===== config.mk =====
export PLATFORM = sky130hd
export DESIGN_NAME = axis_pkt_sum
export DESIGN_NICKNAME = d
export VERILOG_FILES = /design/src/rtl/axis_pkt_sum_pkg.sv /design/src/rtl/axis_pkt_sum_sadd.sv /design/src/rtl/axis_pkt_sum.sv
export SDC_FILE = /design/constraint.sdc
export NUM_CORES = 1
export LEC_CHECK = 0
export CORE_ASPECT_RATIO = 0.6
export CORE_UTILIZATION = 42
export CTS_CLUSTER_DIAMETER = 40
export DETAILED_ROUTE_END_ITERATION = 10
export DONT_BUFFER_PORTS = 1
export PLACE_DENSITY = 0.59
export SYNTH_ARGS = -nofsm -noshare
export SYNTH_HDL_FRONTEND = slang
export SYNTH_SLANG_ARGS = --single-unit
export TNS_END_PERCENT = 10

===== constraint.sdc =====
create_clock -name ACLK -period 3.55 [get_ports ACLK]
set_clock_uncertainty 0.15 [all_clocks]
set_input_delay 1.065 -clock ACLK [delete_from_list [all_inputs] [get_ports ACLK]]
set_output_delay 1.065 -clock ACLK [all_outputs]
set_load 0.02 [all_outputs]

===== src/rtl/axis_pkt_sum_pkg.sv =====
// rtl/axis_pkt_sum_pkg.sv - shared FSM state type and signed saturation limits
package axis_pkt_sum_pkg;

  typedef enum logic {
    ACC = 1'b0,
    OUT = 1'b1
  } state_t;

  function automatic int sat_max(input int aw);
    return (1 <<< (aw - 1)) - 1;
  endfunction

  function automatic int sat_min(input int aw);
    return -(1 <<< (aw - 1));
  endfunction

endpackage


===== src/rtl/axis_pkt_sum_sadd.sv =====
// rtl/axis_pkt_sum_sadd.sv - signed add with overflow flag
// AXIS_PKT_SUM_SAT_EN selects saturation on overflow; otherwise two's complement wrap.
module axis_pkt_sum_sadd
  import axis_pkt_sum_pkg::*;
#(
  parameter int AW = 10
) (
  input  logic [AW-1:0] a,
  input  logic [AW-1:0] b,
  output logic [AW-1:0] sum,
  output logic          ovf
);

  logic [AW:0] full;

`ifdef AXIS_PKT_SUM_SAT_EN
  localparam logic [AW-1:0] MAX_V = AW'(sat_max(AW));
  localparam logic [AW-1:0] MIN_V = AW'(sat_min(AW));
`endif

  always_comb begin
    full = {a[AW-1], a} + {b[AW-1], b};
    // Sign of the extended sum disagreeing with the AW-bit sign means the result left range.
    ovf  = full[AW] ^ full[AW-1];
`ifdef AXIS_PKT_SUM_SAT_EN
    if (ovf) begin
      sum = full[AW] ? MIN_V : MAX_V;
    end else begin
      sum = full[AW-1:0];
    end
`else
    sum = full[AW-1:0];
`endif
  end

endmodule


===== src/rtl/axis_pkt_sum.sv =====
// rtl/axis_pkt_sum.sv - sums signed stream beats per packet and emits one result per packet
// Build option AXIS_PKT_SUM_SAT_EN: saturating accumulation (see axis_pkt_sum_sadd).
module axis_pkt_sum
  import axis_pkt_sum_pkg::*;
#(
  parameter int DW      = 8,
  parameter int AW      = 10,
  parameter int MAX_LEN = 16,
  parameter int CW      = $clog2(MAX_LEN + 1)
) (
  input  logic          ACLK,
  input  logic          ARESET,
  input  logic          s_tvalid,
  output logic          s_tready,
  input  logic [DW-1:0] s_tdata,
  input  logic          s_tlast,
  output logic          m_tvalid,
  input  logic          m_tready,
  output logic [AW-1:0] m_tdata,
  output logic [CW-1:0] m_count,
  output logic          m_ovf,
  output logic          m_trunc
);

  state_t        state_q, state_d;
  logic [AW-1:0] acc_q, acc_d;
  logic [CW-1:0] cnt_q, cnt_d;
  logic          ovf_q, ovf_d;
  logic [AW-1:0] m_tdata_q, m_tdata_d;
  logic [CW-1:0] m_count_q, m_count_d;
  logic          m_ovf_q, m_ovf_d;
  logic          m_trunc_q, m_trunc_d;

  logic [AW-1:0] beat_ext;
  logic [AW-1:0] add_sum;
  logic          add_ovf;
  logic [CW-1:0] cnt_inc;
  logic          closing;

  assign beat_ext = {{(AW - DW){s_tdata[DW-1]}}, s_tdata};
  assign cnt_inc  = cnt_q + CW'(1);
  assign closing  = s_tlast || (cnt_inc == CW'(MAX_LEN));

  axis_pkt_sum_sadd #(.AW(AW)) u_sadd (
    .a   (acc_q),
    .b   (beat_ext),
    .sum (add_sum),
    .ovf (add_ovf)
  );

  always_comb begin
    state_d   = state_q;
    acc_d     = acc_q;
    cnt_d     = cnt_q;
    ovf_d     = ovf_q;
    m_tdata_d = m_tdata_q;
    m_count_d = m_count_q;
    m_ovf_d   = m_ovf_q;
    m_trunc_d = m_trunc_q;
    case (state_q)
      ACC: begin
        if (s_tvalid) begin
          acc_d = add_sum;
          cnt_d = cnt_inc;
          ovf_d = ovf_q | add_ovf;
          if (closing) begin
            m_tdata_d = add_sum;
            m_count_d = cnt_inc;
            m_ovf_d   = ovf_q | add_ovf;
            m_trunc_d = ~s_tlast;
            state_d   = OUT;
          end
        end
      end
      OUT: begin
        // Result registers keep their value after acceptance; only the accumulator restarts.
        if (m_tready) begin
          acc_d   = '0;
          cnt_d   = '0;
          ovf_d   = 1'b0;
          state_d = ACC;
        end
      end
    endcase
  end

  always_ff @(posedge ACLK) begin
    if (ARESET) begin
      state_q   <= ACC;
      acc_q     <= '0;
      cnt_q     <= '0;
      ovf_q     <= 1'b0;
      m_tdata_q <= '0;
      m_count_q <= '0;
      m_ovf_q   <= 1'b0;
      m_trunc_q <= 1'b0;
    end else begin
      state_q   <= state_d;
      acc_q     <= acc_d;
      cnt_q     <= cnt_d;
      ovf_q     <= ovf_d;
      m_tdata_q <= m_tdata_d;
      m_count_q <= m_count_d;
      m_ovf_q   <= m_ovf_d;
      m_trunc_q <= m_trunc_d;
    end
  end

  assign s_tready = (state_q == ACC);
  assign m_tvalid = (state_q == OUT);
  assign m_tdata  = m_tdata_q;
  assign m_count  = m_count_q;
  assign m_ovf    = m_ovf_q;
  assign m_trunc  = m_trunc_q;

endmodule


Word-level counts from Yosys, hierarchy flattened
Cells that the tools add are included.
Widths: inputs -> output; s select.
Word-level totals
  output and inout bits: 19
  register bits after elaboration: 34
Operators by class
  bitwise gates (word level): 4
  equal/unequal tests: 3
  multiplexer cells: 13
  add/sub/neg operators: 2
  reduce and logical (&&, ||, !) cells: 3
Operators with widths (number)
  $mux 10: 2
  $pmux 10 s2: 1
  $add 10x8->11: 1
  $mux 5: 2
  $pmux 5 s2: 1
  $add 5x1->5 const B: 1
  $eq 5x5->1 const B: 1
  $mux 1: 5
  $ne 2x2->1 const B: 2
  $pmux 1 s2: 2
  $reduce_and 3->1: 1
  $not 1->1: 2
  $reduce_and 2->1: 1
  $logic_or 1x1->1: 1
  $or 1x1->1: 1
  $xor 1x1->1: 1

Logic depth before layout (Yosys ltp)
  depth in word-level cells: 6
  depth in mapped cells: 9

Modules after synthesis
From an unflattened synthesis, not the netlist that was laid out.
Second synthesis, totals
  cells, all modules: 238
  area total of the unflattened synthesis: 2100.8 µm²
By module, submodules not included
  axis_pkt_sum: sequential area each 680.7 µm², area each 1685.4 µm², instances 1, cells an instance 193
  axis_pkt_sum_sadd: sequential area each 0.0 µm², area each 415.4 µm², instances 1, cells an instance 45

Worst setup path before layout
OpenSTA, ideal clock, no wires.
  path kind: in2reg
  from: input port s_tdata[0]
  to: register m_ovf_q (netlist: m_ovf)
  data arrival time: 2.651 ns
  slack: 0.661 ns
  stages on the path: 9
  data required time: 3.312 ns
  cells stage by stage: ha_1 -> inv_1 -> fa_1 -> nor2b_1 -> o21ai_1 -> o211a_4 -> o31ai_2 -> xnor2_1 -> a311oi_2
On the way
  cells in the longest elaborated chain, start to end: 3
Ends and longest elaborated chain
  start, declared: line axis_pkt_sum.sv:15  | input logic [DW-1:0] s_tdata,
  $add 10x8->11: line axis_pkt_sum_sadd.sv:22  | full = {a[AW-1], a} + {b[AW-1], b};
  $xor 1x1->1: line axis_pkt_sum_sadd.sv:24  | ovf = full[AW] ^ full[AW-1];
  $or 1x1->1: line axis_pkt_sum.sv:69  | m_ovf_d = ovf_q | add_ovf;
  end signal, assigned: line axis_pkt_sum.sv:104  | m_ovf_q <= m_ovf_d;
  end, declared: line axis_pkt_sum.sv:31  | logic m_ovf_q, m_ovf_d;
No other way between the ends.
A chain may end at the register's enable or synchronous reset.

Final worst setup path
  from: input port s_tdata[0]
  to: register m_tdata_q[8] (netlist: m_tdata[8])
On the way
  cells in the longest elaborated chain, start to end: 1
Ends and longest elaborated chain
  $add 10x8->11: line axis_pkt_sum_sadd.sv:22
  end signal, assigned: line axis_pkt_sum.sv:102  | m_tdata_q <= m_tdata_d;
  end, declared: line axis_pkt_sum.sv:29  | logic [AW-1:0] m_tdata_q, m_tdata_d;
No other way between the ends.

==> impl_metrics.tcl <==
set metrics [dict create \
    status "finished, final reports clean" \
    nNetsFinal 224 \
    grt_setup_unrepaired "false" \
    wire_per_inst_um 15.0 \
    area_growth_syn_to_layout_pct 5.72 \
    antenna_found_initial 0 \
    rows 17 \
    cts_tree "done" \
    syn_inst 197 \
    multi_input_area_um2 996 \
    grtUsageMet1_pct 24.5 \
    synth_area_leader_cell "dfxtp_1" \
    gp_congestion 0.812 \
    grt_pass1_wl_um 6420 \
    yosys.cell_types.count 34 \
    dp_slack_ps 456 \
    htreeDepth 2 \
    async_reset_ff_share_pct 0 \
    nFillCells 367 \
    post_cts_buffers 0 \
    synth.net_count 223 \
    die_x_um 85.3 \
    fmaxAchievable_ghz 0.357 \
    arrival_ps 2800 \
    grt_pass1_vias 1414 \
    yosysWarnings 0 \
    cts_buffer_depth 2 \
    startpoint_type "input port" \
    insertedDiodeCount 0 \
    ant_nets 0 \
    hold_slack_ps 315 \
    fin_setup_tns_ps 0 \
    post-dp-hpwl_um 2720 \
    drt_iter0_drc 77 \
    worstReg2RegStart "cnt_q[0]$_SDFFE_PP0P_" \
    grt_use_total_pct 19.2 \
    fin_crit_ps 2800 \
    synth_flop_cell "dfxtp_1" \
    tightest_slew_ps 569 \
    synth_edf_count 0 \
    setup_slack_ps 748 \
    finish.instance_area_um2 1850 \
    routed_wirelength_um 3690 \
    r2r_slack_ps 980 \
    setup_viol 0 \
    finalCritPeriodShare_pct 78.9 \
    start_util_pct 45.7 \
    ctsHoldBuffers 0 \
    min_delay_path_depth 2 \
    slew_headroom_pct 61.9 \
    clkTransAtPathRegs_ps 60 \
    ys_seq_area_share_pct 38.9 \
    overflow 0 \
    grtUsageMet3_pct 5.71 \
    worstHoldStart "ovf_q$_SDFFE_PP0P_" \
    grt.busiest_layer "met2" \
    slew_violations 0 \
    rr_endpoint "m_tdata[9]$_SDFFE_PP0P_" \
    hold_path_end "ovf_q$_SDFFE_PP0P_" \
    power.density_nw_per_um2 493 \
    use_met2_pct 30.8 \
    io_buffers 0 \
    max_cap_viol_count 0 \
    core_area_um2 3830 \
    p_leak_nw 0.692 \
    grt_max_degree 34 \
    clk_latency_ps 280 \
    yosys-top-cells-area "dfxtp_1, ha_1, nor2_1" \
    cts_num_sinks 34 \
    hold_path_class "flop to flop" \
    numCtsBuffers 5 \
    hold_viol 0 \
    cts-resized-gates 0 \
    r2r_cells 7 \
    cp-end-kind "flop" \
    synthTopCellsByCount "dfxtp_1, nor2_1, nand2_1, ha_1, xnor2_1" \
    vias 1377 \
    peakVddDrop_mv 0.249 \
    root_buffer "clkbuf_8" \
    avgSynthCellArea_um2 8.88 \
    die-area_um2 4440 \
    yosysMostFrequentCell "dfxtp_1" \
    synth_top_area_share_pct 38.9 \
    remaining_drc_errors 0 \
    syn_area_um2 1750 \
    via_per_inst 5.62 \
    drive_above_1_share_pct 7.07 \
    register_area_um2 681 \
    critPathRequiredTime_ps 3540 \
    ys_seq_elements 34 \
    crit_type "input port to flop" \
    num_io_pins 32 \
    dieHeight_um 52.0 \
    placed_cell_area_um2 1770 \
    drtPass1Iterations 4 \
    critical_path_peak_fanout 4 \
]
-- cells by family after synthesis --
| family | count (synthesis) | share of synthesized area [%] |
|---|---|---|
| xor+xnor | 11 | 5.51 |
| simple gates | 68 | 17.2 |
| mux | 8 | 4.58 |
| buf+inv | 14 | 4.15 |
| fa+ha+maj | 13 | 9.73 |
| flops | 34 | 38.9 |
| compound gates | 49 | 20.0 |
-- stage by stage --
step                cells  utilization [%]  power (W)
floorplan             197                -   0.000623
global placement      238             46.3   0.000651
detailed placement    238             46.3   0.000660
CTS                   245             48.3   0.000922
global route          245             48.3   0.000965
finish                245             48.3   0.000912
-- where the power goes --
part,total (W),switching [W],internal (W)
Combinational,0.000199,0.000114,0.0000849
Clock,0.000260,0.000125,0.000135
Sequential,0.000453,0.0000401,0.000413
-- cell usage in the layout (no fill, tap or decap) --
master / count
clkbuf_1: 2
a311oi_1: 1
o211a_4: 1
clkbuf_8: 5
a221oi_1: 2
o21ai_1: 1
inv_1: 6
o2111ai_2: 1
o21ai_0: 8
nand3_1: 5
nor3_1: 3
nor2_1: 31
o22ai_1: 3
and3b_1: 1
a21oi_1: 9
xnor2_1: 11
dfxtp_1: 34
a211oi_1: 6
nand2b_1: 5
o2111ai_1: 1
nor2b_1: 4
buf_4: 2
mux2i_1: 8
a311oi_2: 1
o31ai_2: 1
a21boi_0: 1
fa_1: 1
nand2_2: 1
nor2_2: 2
nand2_1: 16
a22oi_1: 9
ha_1: 12
a31oi_1: 4
-- critical path, stage by stage --
cell and delay, ps:
ha_1 180, inv_1 70, fa_1 410, nor2b_1 140, o21ai_1 100, o211a_4 260
o21ai_0 310, xnor2_1 170, o22ai_1 100
-- layout make-up --
| class | instances | share of cell area, % |
|---|---|---|
| inverters | 6 | 1.22 |
| clock buffers | 7 | 4.13 |
| well taps | 47 | 3.18 |
| repair buffers | 2 | 0.812 |
| flip-flops and latches | 34 | 36.8 |
| multi-input cells | 149 | 53.9 |
-- sequential cells by signal, summed over array words and instances, names as in the netlist --
register and cells:
acc_q 10, m_tdata 10, cnt_q 5, m_count 5
m_ovf 1, m_trunc 1, m_tvalid 1, ovf_q 1
-- routing by layer --
| metal | share of wire [%] | vias up |
|---|---|---|
| li1 | - | 704 |
| met2 | 44 | 37 |
| met4 | 1.4 | 0 |
| met5 | 0 | - |
| met1 | 47 | 629 |
| met3 | 7.3 | 7 |
-- worst max path at each step --
stage / start / end / cells past startpoint
global placement: s_tdata[0] / m_ovf$_SDFFE_PP0P_ / 9
detailed placement: s_tdata[0] / m_ovf$_SDFFE_PP0P_ / 9
global route: s_tdata[0] / m_tdata[8]$_SDFFE_PP0P_ / 9
finish: s_tdata[0] / m_tdata[8]$_SDFFE_PP0P_ / 9
CTS: s_tdata[0] / m_ovf$_SDFFE_PP0P_ / 9
floorplan: s_tdata[0] / m_ovf$_SDFFE_PP0P_ / 9
Power figures use the tool's default switching activity.
